[config.mk]
export PLATFORM = sky130hd
export DESIGN_NAME = intersection_scheduler
export DESIGN_NICKNAME = d
export VERILOG_FILES = /design/src/rtl/intersection_scheduler.sv
export SDC_FILE = /design/constraint.sdc
export NUM_CORES = 1
export LEC_CHECK = 0
export ABC_AREA = 1
export CAP_MARGIN = 5
export CELL_PAD_IN_SITES_DETAIL_PLACEMENT = 1
export CELL_PAD_IN_SITES_GLOBAL_PLACEMENT = 1
export CORE_MARGIN = 2
export CORE_UTILIZATION = 35
export CTS_BUF_LIST = sky130_fd_sc_hd__clkbuf_4 sky130_fd_sc_hd__clkbuf_8
export DETAILED_ROUTE_END_ITERATION = 12
export GPL_TIMING_DRIVEN = 1
export PLACE_DENSITY_LB_ADDON = 0.1
export SYNTH_ARGS = -nofsm -noshare
export SYNTH_HDL_FRONTEND = slang
export SYNTH_SLANG_ARGS = --single-unit
[constraint.sdc]
create_clock -name clk -period 3.9 [get_ports clk]
set_input_delay 0.39 -clock clk [delete_from_list [all_inputs] [get_ports clk]]
set_output_delay 0.39 -clock clk [all_outputs]
set_load 0.005 [all_outputs]
[src/rtl/intersection_scheduler.sv]
// Two-direction intersection light controller: Moore FSM with sticky requests and a pass override.
// Define ALLRED_CLEAR_EN to insert all-red clearance phases between yellow and the opposite green.
module intersection_scheduler #(
    parameter int GREEN_MIN = 64,
    parameter int GREEN_MAX = 512,
    parameter int YELLOW_T  = 256,
    parameter int ALLRED_T  = 64
) (
    input  logic       clk,
    input  logic       rst,
    input  logic       req_a,
    input  logic       req_b,
    input  logic       pass,
    input  logic       pass_dir,
    output logic       ra,
    output logic       ya,
    output logic       ga,
    output logic       rb,
    output logic       yb,
    output logic       gb,
    output logic [2:0] phase
);

    typedef enum logic [2:0] {
        A_GRN  = 3'd0,
        A_YEL  = 3'd1,
        CLR_AB = 3'd2,
        B_GRN  = 3'd3,
        B_YEL  = 3'd4,
        CLR_BA = 3'd5,
        ILL_6  = 3'd6,
        ILL_7  = 3'd7
    } state_t;

`ifdef ALLRED_CLEAR_EN
    localparam logic CLR_EN = 1'b1;
`else
    localparam logic CLR_EN = 1'b0;
`endif

    localparam logic [9:0] GMIN_LIM   = 10'(GREEN_MIN - 1);
    localparam logic [9:0] GMAX_LIM   = 10'(GREEN_MAX - 1);
    localparam logic [9:0] YEL_LIM    = 10'(YELLOW_T - 1);
    localparam logic [9:0] ALLRED_LIM = 10'(ALLRED_T - 1);

    // Lamp pattern {ra, ya, ga, rb, yb, gb}; anything that is not a green or yellow is all red.
    function automatic logic [5:0] lamp_decode(input state_t s);
        logic [5:0] l;
        case (s)
            A_GRN:   l = 6'b001_100;
            A_YEL:   l = 6'b010_100;
            B_GRN:   l = 6'b100_001;
            B_YEL:   l = 6'b100_010;
            default: l = 6'b100_100;
        endcase
        return l;
    endfunction

    state_t      state_r;
    state_t      state_nxt_s;
    logic [9:0]  cnt_r;
    logic [9:0]  cnt_nxt_s;
    logic        hold_s;
    logic        green_s;
    logic        pend_a_r;
    logic        pend_b_r;
    logic        pend_a_nxt_s;
    logic        pend_b_nxt_s;
    logic [5:0]  lamp_r;

    // Next-state selection; hold_s marks a pass-held green whose counter must not advance.
    always_comb begin
        state_nxt_s = A_GRN;
        hold_s      = 1'b0;
        case (state_r)
            A_GRN: begin
                if (pass == 1'b1 && pass_dir == 1'b0) begin
                    state_nxt_s = A_GRN;
                    hold_s      = 1'b1;
                end else if (pass == 1'b1) begin
                    state_nxt_s = A_YEL;
                end else if (pend_b_r == 1'b1 && cnt_r >= GMIN_LIM) begin
                    state_nxt_s = A_YEL;
                end else begin
                    state_nxt_s = A_GRN;
                end
            end
            A_YEL: begin
                if (cnt_r == YEL_LIM) begin
                    state_nxt_s = CLR_EN ? CLR_AB : B_GRN;
                end else begin
                    state_nxt_s = A_YEL;
                end
            end
            CLR_AB: begin
                if (CLR_EN == 1'b0) begin
                    state_nxt_s = A_GRN;
                end else if (cnt_r == ALLRED_LIM) begin
                    state_nxt_s = B_GRN;
                end else begin
                    state_nxt_s = CLR_AB;
                end
            end
            B_GRN: begin
                if (pass == 1'b1 && pass_dir == 1'b1) begin
                    state_nxt_s = B_GRN;
                    hold_s      = 1'b1;
                end else if (pass == 1'b1) begin
                    state_nxt_s = B_YEL;
                end else if (pend_a_r == 1'b1 && cnt_r >= GMIN_LIM) begin
                    state_nxt_s = B_YEL;
                end else begin
                    state_nxt_s = B_GRN;
                end
            end
            B_YEL: begin
                if (cnt_r == YEL_LIM) begin
                    state_nxt_s = CLR_EN ? CLR_BA : A_GRN;
                end else begin
                    state_nxt_s = B_YEL;
                end
            end
            CLR_BA: begin
                if (CLR_EN == 1'b0) begin
                    state_nxt_s = A_GRN;
                end else if (cnt_r == ALLRED_LIM) begin
                    state_nxt_s = A_GRN;
                end else begin
                    state_nxt_s = CLR_BA;
                end
            end
            default: begin
                state_nxt_s = A_GRN;
                hold_s      = 1'b0;
            end
        endcase
    end

    // Phase counter: cleared on any state change, frozen under pass hold, saturating in green.
    always_comb begin
        cnt_nxt_s = cnt_r;
        green_s   = (state_r == A_GRN) || (state_r == B_GRN);
        if (state_nxt_s != state_r) begin
            cnt_nxt_s = 10'd0;
        end else if (hold_s == 1'b1) begin
            cnt_nxt_s = cnt_r;
        end else if (green_s == 1'b1 && cnt_r >= GMAX_LIM) begin
            cnt_nxt_s = GMAX_LIM;
        end else begin
            cnt_nxt_s = cnt_r + 10'd1;
        end
    end

    // Sticky requests; a request on the entry edge wins over the entry clear.
    always_comb begin
        pend_a_nxt_s = pend_a_r;
        pend_b_nxt_s = pend_b_r;
        if (req_a == 1'b1) begin
            pend_a_nxt_s = 1'b1;
        end else if (state_nxt_s == A_GRN && state_r != A_GRN) begin
            pend_a_nxt_s = 1'b0;
        end else begin
            pend_a_nxt_s = pend_a_r;
        end
        if (req_b == 1'b1) begin
            pend_b_nxt_s = 1'b1;
        end else if (state_nxt_s == B_GRN && state_r != B_GRN) begin
            pend_b_nxt_s = 1'b0;
        end else begin
            pend_b_nxt_s = pend_b_r;
        end
    end

    // State, counter, request flags and lamp registers; lamps load the decode of the next state
    // so they switch on the same edge as the state register.
    always_ff @(posedge clk or negedge rst) begin
        if (!rst) begin
            state_r  <= A_GRN;
            cnt_r    <= 10'd0;
            pend_a_r <= 1'b0;
            pend_b_r <= 1'b0;
            lamp_r   <= 6'b001_100;
        end else begin
            state_r  <= state_nxt_s;
            cnt_r    <= cnt_nxt_s;
            pend_a_r <= pend_a_nxt_s;
            pend_b_r <= pend_b_nxt_s;
            lamp_r   <= lamp_decode(state_nxt_s);
        end
    end

    assign {ra, ya, ga, rb, yb, gb} = lamp_r;
    assign phase                    = state_r;

endmodule

# == After elaboration in Yosys (flattened, before gate mapping) ==
# Cells that the tools add are included.
# totals
regBits,21
inputBits,6
output_inout_bits,9
wordCells,52
# op_classes
n_addsub,1
magnitude_cmp,2
n_eq_ne,10
n_mux,20
bitwise_logic,1
reduce_logical,13
# op_table
op,n
two-way mux 10 bit,3
case mux 6 bit (4 select lines),1
two-way mux 3 bit,5
case mux 3 bit (4 select lines),1
adder 10 x 1 -> 10 bit (second input constant),1
equality test 10 x 8 -> 1 bit (second input constant),1
>= comparator 10 x 6 -> 1 bit (second input constant),1
>= comparator 10 x 9 -> 1 bit (second input constant),1
two-way mux 1 bit,8
logical AND 1 bit,7
equality test 3 x 1 -> 1 bit (second input constant),2
equality test 3 x 2 -> 1 bit (second input constant),2
equality test 3 bit (second input constant),2
logical NOT 3 bit,2
nonzero test 2 bit,2
inequality test 3 x 2 -> 1 bit (second input constant),1
inequality test 3 bit,1
nonzero test 3 bit,1
two-way mux 2 bit,1
inequality test 2 x 1 -> 1 bit (second input constant),1
case mux 1 bit (2 select lines),1
logical OR 1 bit,1
NOT 1 bit,1

# == Logic depth before layout (Yosys ltp) ==
# Gate-level depths: netlist of run 1.
# logic_depth
depth_word,10
ltp_mapped,12
mapped_depth_nobuf,12

# == Worst setup path before layout of run 1 ==
# OpenSTA, ideal clock, no wires.
# synth_timing
path_kind,flip-flop to flip-flop
start,register cnt_r[0]
end,register cnt_r[5]
setup_ps,75
arrival_ps,1441
required_time_ps,3825
setup_slack_ps,2385
stages_incl_launch_ff,13
n_path_buf,0
synth_period_minus_slack_ps,1515
cell_sequence,dfrtp_1 > ha_1 > nand2_2 > nor2_4 > nand2_2 > nand2_2 > nand2_2 > nand2_2 > nand2_1 > nand2_2 > o21ai_2 > nand3_4 > nor2_1
# synth_via
elab_chain_cells,8
word_cells_on_any_way,21
classes_between,add/sub (1); order compare (2); eq/ne (3); mux (12); reduce/logical (3)
# synth_rtl
item,line,source
"start, declared",61,logic [9:0] cnt_r;
"start signal, assigned",185,cnt_r <= cnt_nxt_s;
>= comparator 10 x 6 -> 1 bit,"82, 110",
"logical AND 1 bit, on equally long branches","110, 82",
two-way mux 3 bit / two-way mux 1 bit (equally long branches),"110, 82",
two-way mux 3 bit / two-way mux 1 bit (equally long branches),"108, 80",
"two-way mux 3 bit, on equally long branches","105, 77",
case mux 3 bit (4 select lines),75,case (state_r)
inequality test 3 bit,143,if (state_nxt_s != state_r) begin
inequality test 2 x 1 -> 1 bit (no source line) / two-way mux 10 bit (equally long branches),-,
# Several ways; a longest one is shown, not always the timed one. The select of a mux whose other input is x is not followed.
# A chain may end at the register's enable or synchronous reset.

# == Final worst setup path of run 1 ==
# Ends and elaborated chain as after synthesis.

==> results.yml, run 1 <==
synthesis:
  synth_compound_area_share_pct: 7.25
  ys_ff_latch: 21
  register_area_share_after_synthesis_pct: 40.8
  synth_xor_area_share_pct: 3.29
  yosysWarningCount: 0
  post_synthesis_mux_area_share_pct: 0
  synth.top_cells.by_area: "dfrtp_1, nor2_2, nand2_1"
  syn_avg_cell_area_um2: 8.63
  synth_area_leader_cell: "dfrtp_1"
  synth_top_family_by_area: "simple AND/OR/NAND/NOR gates"
  post_synth_fa_ha_maj_area_fraction_pct: 0.966
  synth_area_um2: 1290
  synth.distinct_cells: 28
  synth_nets: 157
  synth_top_area_share_pct: 36.7
  syn-instance-count: 150
  synthSimpleGateAreaFrac_pct: 39.2
clocking:
  clockRootBuffer: "clkbuf_8"
  worst_setup_hold_path_clk_slew_ns: 0.08
  cts_buffer_count: 3
  numClockSinks: 21
  clkLatencyLatePin_ns: 0.26
  cts.hold.buffers_added: 0
  tritoncts_clock_tree: "done"
  maximum_count_of_clock_buffers_along_a_single_path: 2
  h-tree-depth: 1
  post_cts.resized_instances: 0
  post-cts-setup-buffers: 0
placed_design:
  routabilityCongestion: 0.748
  dpl_worst_slack_ns: 1.84
  dpl.cell_count: 212
  dpl.hpwl_mm: 2.30
  port_buffers: 14
layout:
  flow.area_growth_from_synthesis_pct: 19.0
  fillers: 431
  finalNetCount: 176
  final_layout_size_suffix_gt1_share_pct: 33.3
  antennaDiodeCount: 0
  sequential_cell_area_um2: 528
  fin_cells: 216
  multi_input_area_um2: 657
critical_path:
  worst_setup_path_start_kind: "register"
  worst_ep_arrival_time_ns: 2.00
  critical_path.slowest_cell: "dfrtp_1"
  top_fanout_value_on_the_critical_path: 10
  worstPathBufferInverterCount: 0
  worstPathCellList: "ha_1 -> nand2_2 -> nor2_4 -> nand2_2 -> nand2_2 -> nand2_2 -> nand3_1 -> o21ai_2 -> nand3_4 -> nor2_1"
  crit_path_top_cell_by_count: "nand2_2"
  path_delay_family: "simple AND/OR/NAND/NOR gates"
  critical_path_required_ns: 4.10
  crit_path_max_incr_delay_ns: 0.42
  crit_type: "register to register"
  critPathCaptureType: "register"
sta:
  timing.max_slew.rel_slack_pct: 34.3
  final_layout_setup_total_negative_slack_ns: 0
  hold_viol_final: 0
  final_critical_path_setup_slack_ns: 2.10
  period_share_pct: 46.2
  tightest_slew_ns: 0.982
  rsz0062_at_grt: "false"
  drv_slew: 0
  min_period_ns: 1.80
  achievable-frequency_mhz: 555
  setup-violations-final: 0
  finClkSkew_ns: 0.00142
floorplan:
  die_y_um: 64.8
  pin_count: 15
  initial_utilization_pct: 35.9
  floorplan.die_area_um2: 4200
  die_w_um: 64.8
  floorplan.core_area_um2: 3610
  row_count: 22
global_route:
  grt_util_met2_pct: 31.2
  grt.busiest_layer: "met2"
  first_pass_grt_wire_length_mm: 5.24
  grt-ovfl-total: 0
  antenna_found_initial: 0
  use_met3_pct: 2.26
  grtUsageMet1_pct: 18.8
  pin_count_of_the_biggest_net_entering_global_routing: 22
  grtUsageTotal_pct: 16.7
  number_of_global_route_vias_before_repair: 1152
drt:
  drt-wirelength-per-cell_um: 13.5
  post_drt_via_cell_ratio: 4.60
  drcViolationCount: 0
  via_count: 993
  final_antenna_violating_net_count: 0
  drt_pre_antenna_iters: 4
  initialDrtViolationCount: 10
  routed_wl_mm: 2.92
outcome:
  outcome: "complete, no violations"
pwr:
  power_density_nw_per_um2: 390
  p_leak_uw: 0.000752
  vdd.ir_drop.worst_v: 0.000193
min_path:
  hold_class: "register to register"
run:
  cap_viol_max_count: 0
-- power by group --
group	total, uW	switching (uW)	internal [uW]	leakage [uW]
sequential	276	26.2	250	0.000261
clock	147	75.6	71.3	0.0000255
combinational	177	102	75.2	0.000466
total	600	204	397	0.000752
-- cells in the final DEF, fill, tap and decap left out, drive strengths merged --
cell type      count
o21a               1
ha                 1
nor2              30
dfrtp             19
inv               28
dfstp              2
nand2             35
clkdlybuf4s50     14
xor2               4
a21oi              6
a21o               2
nand3             12
nor3               2
o22ai              1
nand4              3
clkbuf             3
clkinv             1
o21ai              4
-- layer usage --
layer  routed length (um)  vias to the layer above
met5                    0                        -
met4                   51                        0
met3                   61                        5
met2                 1610                       10
met1                 1190                      480
li1                     -                      498
-- flip-flops by register name, summed over array words and instances (netlist names) --
signal and count:
lamp_r 6, pend_a_r 1, cnt_r 10, pend_b_r 1, phase 3
-- cell type report --
type / count / area share [%]
Sequential cell: 21 / 34.3
Timing Repair Buffer: 14 / 9.09
Clock inverter: 1 / 0.325
Tap cell: 48 / 3.90
Inverter: 28 / 7.14
Clock buffer: 3 / 2.68
Multi-Input combinational cell: 101 / 42.6
-- worst register-to-register path, cell delays in order (launching register included) --
cell     delay (ns)
dfrtp_1        0.42
ha_1           0.25
nand2_2        0.10
nor2_4         0.05
nand2_2        0.08
nand2_2        0.07
nand2_2        0.08
nand3_1        0.20
o21ai_2        0.16
nand3_4        0.20
nor2_1         0.13
-- cell families after synthesis --
logic type,after synthesis
AOI/OAI and AO/OA,14
adders and majority gates,1
DFF,21
and+or+nand+nor,82
xor gates and xnor gates,4
buffers and inverters,28
-- metrics by stage --
step | hold WS [ns] | power (uW) | cell area (um2) | util (%)
3_5_place_dp | 0.489 | 463 | 1500 | 41.5
6_report | 0.497 | 600 | 1540 | 42.7
3_3_place_gp | 0.459 | 453 | 1500 | 41.5
5_1_grt | 0.532 | 645 | 1540 | 42.7
4_1_cts | 0.508 | 614 | 1540 | 42.7
2_1_floorplan | 0.0944 | 411 | 1290 | -
-- worst paths after layout --
| kind | from | end | slack, ns | depth (start not counted) |
|---|---|---|---|---|
| worst max register to register | cnt_r[0] | cnt_r[5] | 2.10 | 10 |
| min in group asynchronous | rst | cnt_r[5] | 0.66 | 1 |
| worst min-delay path | pend_a_r | pend_a_r | 0.50 | 2 |
| worst max-delay path | cnt_r[0] | cnt_r[5] | 2.10 | 10 |
| worst min register to register | pend_a_r | pend_a_r | 0.50 | 2 |
| max in group asynchronous | rst | pend_a_r | 2.64 | 1 |
-- synthesized netlist by cell type --
| cell | n |
|---|---|
| a21o_1 | 2 |
| a21oi_1 | 5 |
| a21oi_2 | 1 |
| dfrtp_1 | 19 |
| dfstp_2 | 2 |
| ha_1 | 1 |
| inv_1 | 17 |
| inv_2 | 10 |
| inv_6 | 1 |
| nand2_1 | 21 |
| nand2_2 | 11 |
| nand2_4 | 2 |
| nand2_8 | 1 |
| nand3_1 | 10 |
| nand3_4 | 2 |
| nand4_1 | 3 |
| nor2_1 | 13 |
| nor2_2 | 13 |
| nor2_4 | 2 |
| nor2_8 | 2 |
| nor3_1 | 1 |
| nor3_4 | 1 |
| o21a_1 | 1 |
| o21ai_0 | 1 |
| o21ai_2 | 3 |
| o22ai_1 | 1 |
| xor2_1 | 3 |
| xor2_2 | 1 |
No activity file was read; power rests on OpenSTA's default activity.
==> inputs of run 2 (changes only) <==
- clock period: 3.9 -> 1.5 ns (I/O delays scaled with it)
==> run 2 against run 1 <==
Net effect:
- the run now ends with setup timing left
- combinational power grew to 3.9 times the previous value
- via count is 18% higher
- clock-buffer cell count rose by 1
- core utilization rose by 13 points
- power grew to 3.0 times the previous value
- non-clock buffer count grew 37
- clock power increased to 2.7 times the previous value
- sequential power grew to 2.6 times the previous value
- sequential cell count did not move
- maximum frequency increased by 3.1%
- critical path depth rose by 2
- design area up 31%
- highest routed layer unchanged
==> results.yml, run 2 (synthesis results as in run 1) <==
clocking:
  clkLatencyLatePin_ns: 0.26
  cts_buffer_count: 3
  h-tree-depth: 1
  clockRootBuffer: "clkbuf_8"
  maximum_count_of_clock_buffers_along_a_single_path: 2
  tritoncts_clock_tree: "done"
  worst_setup_hold_path_clk_slew_ns: 0.08
  numClockSinks: 21
drt:
  post_drt_via_cell_ratio: 4.62
  routed_wl_mm: 3.70
  drt_pre_antenna_iters: 3
  initialDrtViolationCount: 24
  drt-wirelength-per-cell_um: 14.6
  drcViolationCount: 0
  via_count: 1173
  final_antenna_violating_net_count: 0
placed_design:
  dpl_worst_slack_ns: -0.187
  port_buffers: 14
  dpl.hpwl_mm: 2.44
  routabilityCongestion: 0.809
sta:
  rsz0062_at_grt: "true"
  timing.max_slew.rel_slack_pct: 81.5
  achievable-frequency_mhz: 572
  drv_slew: 0
  tightest_slew_ns: 0.278
  hold_viol_final: 0
  min_period_ns: 1.75
  finClkSkew_ns: 0.00460
  setup-violations-final: 19
  period_share_pct: 117
  final_critical_path_setup_slack_ns: -0.249
  final_layout_setup_total_negative_slack_ns: -2.98
critical_path:
  worst_setup_path_startpoint: "cnt_r[1]"
  rr_worst_depth: 12
  r2r-end: "lamp_r[5]"
  crit_type: "register to register"
  worst-r2r-setup-slack_ns: -0.25
  setup.worst_path.end: "lamp_r[5]"
  worst_setup_path_start_kind: "register"
  regToRegStartpoint: "cnt_r[1]"
  crit_path_top_cell_by_count: "inv_2"
  critical_path_required_ns: 1.66
  worst_ep_arrival_time_ns: 1.91
  top_fanout_value_on_the_critical_path: 3
  crit_path_max_incr_delay_ns: 0.36
  critPathCaptureType: "register"
  worstPathCellList: "ha_2 -> nand2_2 -> nor2_4 -> buf_4 -> nand3_4 -> nand2_4 -> inv_2 -> a21oi_4 -> buf_4 -> inv_2 -> nor2_4 -> inv_2"
  critical_path.slowest_cell: "dfrtp_1"
outcome:
  outcome: "finished, violations left"
  failed_checks: "setup timing"
layout:
  finalNetCount: 214
  antennaDiodeCount: 0
  final_layout_size_suffix_gt1_share_pct: 54.4
  regMostFlops: "cnt_r"
  flow.area_growth_from_synthesis_pct: 55.5
  mostFrequentLayoutCell: "buf_4"
  mostFrequentLayoutCells: "buf_4, dfrtp_1, nand2_1"
  final_util_pct: 55.8
  largest_register_ff_count: 10
min_path:
  hold_class: "input port to async pin"
pwr:
  p_leak_uw: 0.00100
  vdd.ir_drop.worst_v: 0.000685
  power_density_nw_per_um2: 893
floorplan:
  row_count: 22
  floorplan.core_area_um2: 3610
  pin_count: 15
  die_y_um: 64.8
  die_w_um: 64.8
  initial_utilization_pct: 35.9
  floorplan.die_area_um2: 4200
global_route:
  grt-ovfl-total: 0
  pin_count_of_the_biggest_net_entering_global_routing: 22
  first_pass_grt_wire_length_mm: 5.93
  grtUsageTotal_pct: 18.5
  antenna_found_initial: 0
  number_of_global_route_vias_before_repair: 1272
run:
  cap_viol_max_count: 0
-- run 2: changes by cell type in the layout (fill, tap and decap cells not counted), moves of 2 or more --
cell | previous run | this run
buf_4 | 0 | 33
nand2_4 | 2 | 10
nand3_1 | 10 | 4
nand2_1 | 21 | 16
buf_6 | 0 | 4
nand3_2 | 0 | 4
nand2_2 | 11 | 8
nand3_4 | 2 | 5
o21ai_2 | 3 | 0
o21ai_4 | 0 | 3
a21oi_1 | 5 | 3
inv_1 | 17 | 15
-- run 2: critical path: cells and delay by family (launching register included) --
family	cells	cell delay, ns
AOI/OAI and AO/OA	1	0.14
buffers and inverters	5	0.43
DFF	1	0.36
and+or+nand+nor	5	0.52
adders and majority gates	1	0.19
-- run 2: worst min-delay path by stage --
stage                         from  endpoint  slack (ns)  cells after the start
final                          rst  cnt_r[9]        0.22                      2
after global routing           rst  cnt_r[4]        0.24                      2
after CTS                      rst  cnt_r[7]        0.24                      2
after detailed placement  pend_a_r  pend_a_r        0.49                      2
after global placement    pend_a_r  pend_a_r        0.46                      2
after floorplan                rst  cnt_r[0]       -0.15                      0
-- run 2: layout make-up --
type | count | area (um2)
clock buffer | 4 | 48.8
fill | 427 | 1590
inverter | 28 | 113
multi-input combinational | 102 | 831
sequential | 21 | 528
tap | 48 | 60.1
timing repair buffer | 51 | 433
-- run 2: through the flow --
step	instance area, um2	hold WS, ns	instances	power [uW]
final	2010	0.225	254	1800
after global routing	2010	0.244	254	1920
after CTS	1820	0.235	243	1770
after detailed placement	1670	0.494	235	1300
after global placement	1670	0.456	235	1280
after floorplan	1300	-0.146	150	1070
-- run 2: timing repair --
action                     in CTS  in global routing
hold buffers                    0                  0
buffers inserted                3                 11
cloned                          1                  0
resized for setup              13                 26
pin swaps                       4                 14
setup endpoints to repair      17                 20
-- run 2: where the power goes --
| group | leakage (uW) | internal (uW) | total, uW | switching [uW] |
|---|---|---|---|---|
| clock network | 0.0000262 | 208 | 399 | 191 |
| logic | 0.000715 | 342 | 693 | 352 |
| registers | 0.000261 | 651 | 706 | 55.8 |
-- run 2: routing by layer --
layer  track usage (%)  vias to the layer above  share of wire (%)
met1              23.2                      567                 42
met2              33.0                       19                 53
li1                  -                      578                  -
met3              2.60                        9                2.0
met5                 0                        -                  0
met4              4.79                        0                2.5
==> inputs of run 3 (changes only) <==
- PLACE_DENSITY: default -> 0.71
- PLACE_DENSITY_LB_ADDON: 0.1 -> default
- clock period: 1.5 -> 1.7 ns (I/O delays scaled with it)
==> run 3 against run 2 <==
Net effect:
- the run still ends with setup timing left
- combinational power is 18% lower
- register-to-register slack better by 0.21 ns
- non-clock buffer count is 26 lower
- clock-buffer cell count is 1 lower
- critical endpoint is now cnt_r[1]
- largest cell class unchanged
==> results.yml, run 3 (synthesis results as in run 1) <==
outcome:
  outcome: "finished, violations left"
  failed_checks: "setup timing"
clocking:
  clkLatencyLatePin_ns: 0.26
  h-tree-depth: 1
  cts_buffer_count: 3
  tritoncts_clock_tree: "done"
  worst_setup_hold_path_clk_slew_ns: 0.08
  maximum_count_of_clock_buffers_along_a_single_path: 2
  clockRootBuffer: "clkbuf_8"
  numClockSinks: 21
sta:
  achievable-frequency_mhz: 574
  drv_slew: 0
  setup-violations-final: 6
  min_period_ns: 1.74
  fin_worst_hold_slack_ns: 0.243
  tightest_slew_ns: 0.299
  final_layout_setup_total_negative_slack_ns: -0.162
  period_share_pct: 102
  rsz0062_at_grt: "true"
  final_critical_path_setup_slack_ns: -0.0411
  timing.max_slew.rel_slack_pct: 79.9
  hold_viol_final: 0
  finClkSkew_ns: 0.00341
floorplan:
  floorplan.core_area_um2: 3610
  floorplan.die_area_um2: 4200
  row_count: 22
  initial_utilization_pct: 35.9
  die_w_um: 64.8
  die_y_um: 64.8
  pin_count: 15
drt:
  post_drt_via_cell_ratio: 4.74
  drcViolationCount: 0
  drt-wirelength-per-cell_um: 15.2
  final_antenna_violating_net_count: 0
  drt_pre_antenna_iters: 4
  routed_wl_mm: 3.47
  via_count: 1080
  initialDrtViolationCount: 17
global_route:
  first_pass_grt_wire_length_mm: 5.11
  pin_count_of_the_biggest_net_entering_global_routing: 22
  number_of_global_route_vias_before_repair: 1105
  grtUsageTotal_pct: 15.8
  grt-ovfl-total: 0
  antenna_found_initial: 0
layout:
  mostFrequentLayoutCell: "dfrtp_1"
  mostFrequentLayoutCells: "dfrtp_1, inv_1, nand2_1"
  final_layout_size_suffix_gt1_share_pct: 46.7
  largest_register_ff_count: 10
  antennaDiodeCount: 0
  regMostFlops: "cnt_r"
  finalNetCount: 188
  flow.area_growth_from_synthesis_pct: 36.9
  fin_cells: 228
  fillers: 423
run:
  cap_viol_max_count: 0
placed_design:
  dpl.hpwl_mm: 2.33
  port_buffers: 14
  dpl.cell_count: 217
  routabilityCongestion: 0.834
critical_path:
  worst_ep_arrival_time_ns: 1.90
  critical_path_required_ns: 1.85
  worst_setup_path_start_kind: "register"
  crit_type: "register to register"
  top_fanout_value_on_the_critical_path: 5
  critPathCaptureType: "register"
pwr:
  power_density_nw_per_um2: 863
  p_leak_uw: 0.000856
  vdd.ir_drop.worst_v: 0.000451
min_path:
  hold_class: "input port to async pin"
## run 3: metrics by stage
stage / power (uW) / util (%) / setup WS (ns) / area (um2)
final: 1530 / 49.2 / -0.0411 / 1770
after global routing: 1630 / 49.2 / -0.162 / 1770
after CTS: 1410 / 43.8 / 0.0110 / 1580
after detailed placement: 1080 / 42.5 / 0.0139 / 1530
after global placement: 1050 / 42.5 / 0.0523 / 1530
after floorplan: 943 / - / 0.185 / 1290
## run 3: path summary, 6_finish.rpt
| kind | to | cells after the start | slack (ns) | start |
|---|---|---|---|---|
| min in group clk | pend_a_r | 3 | 0.43 | req_a |
| min reg2reg | pend_a_r | 2 | 0.50 | pend_a_r |
| min | cnt_r[8] | 2 | 0.24 | rst |
| max reg2reg | cnt_r[1] | 13 | -0.04 | cnt_r[1] |
| max | cnt_r[1] | 13 | -0.04 | cnt_r[1] |
| max in group asynchronous | lamp_r[2] | 2 | 1.18 | rst |
## run 3: cell type report
class | count | area [um2] | share of cell area [%]
clock buffer | 3 | 41.3 | 2.33
clock inverter | 1 | 5.00 | 0.282
inverter | 28 | 113 | 6.35
multi-input combinational | 102 | 800 | 45.1
sequential | 21 | 528 | 29.8
tap | 48 | 60.1 | 3.39
timing repair buffer | 25 | 226 | 12.8
## run 3: worst max-delay path: stages, from the launching register on
cell and delay [ns]:
dfrtp_1 0.37, ha_2 0.20, nand2_2 0.07, nor2_4 0.16
nand2_2 0.08, nand2_2 0.09, nand2_2 0.08, nand2_4 0.09
nand2_2 0.06, nand2_4 0.08, o21ai_4 0.07, buf_6 0.13
nand3_4 0.10, nor2_2 0.05
## run 3: where the power goes
part	switching [uW]	total, uW	leakage [uW]	internal, uW
Sequential	56.8	631	0.000261	574
Clock	169	333	0.0000255	164
Combinational	311	567	0.000569	256
Total	537	1530	0.000856	994
## run 3: what timing repair did
item,in CTS,in global routing
resized for setup,0,32
setup buffers,0,6
endpoints found under the hold margin,0,0
setup endpoints to repair,0,16
hold buffers,0,0
## run 3: per-layer routing
| metal | vias up | GRT usage [%] | routed length [um] |
|---|---|---|---|
| met5 | - | 0 | 0 |
| met4 | 0 | 5.59 | 57 |
| met3 | 5 | 1.56 | 47 |
| met2 | 7 | 26.2 | 1860 |
| met1 | 542 | 21.5 | 1510 |
| li1 | 526 | - | - |
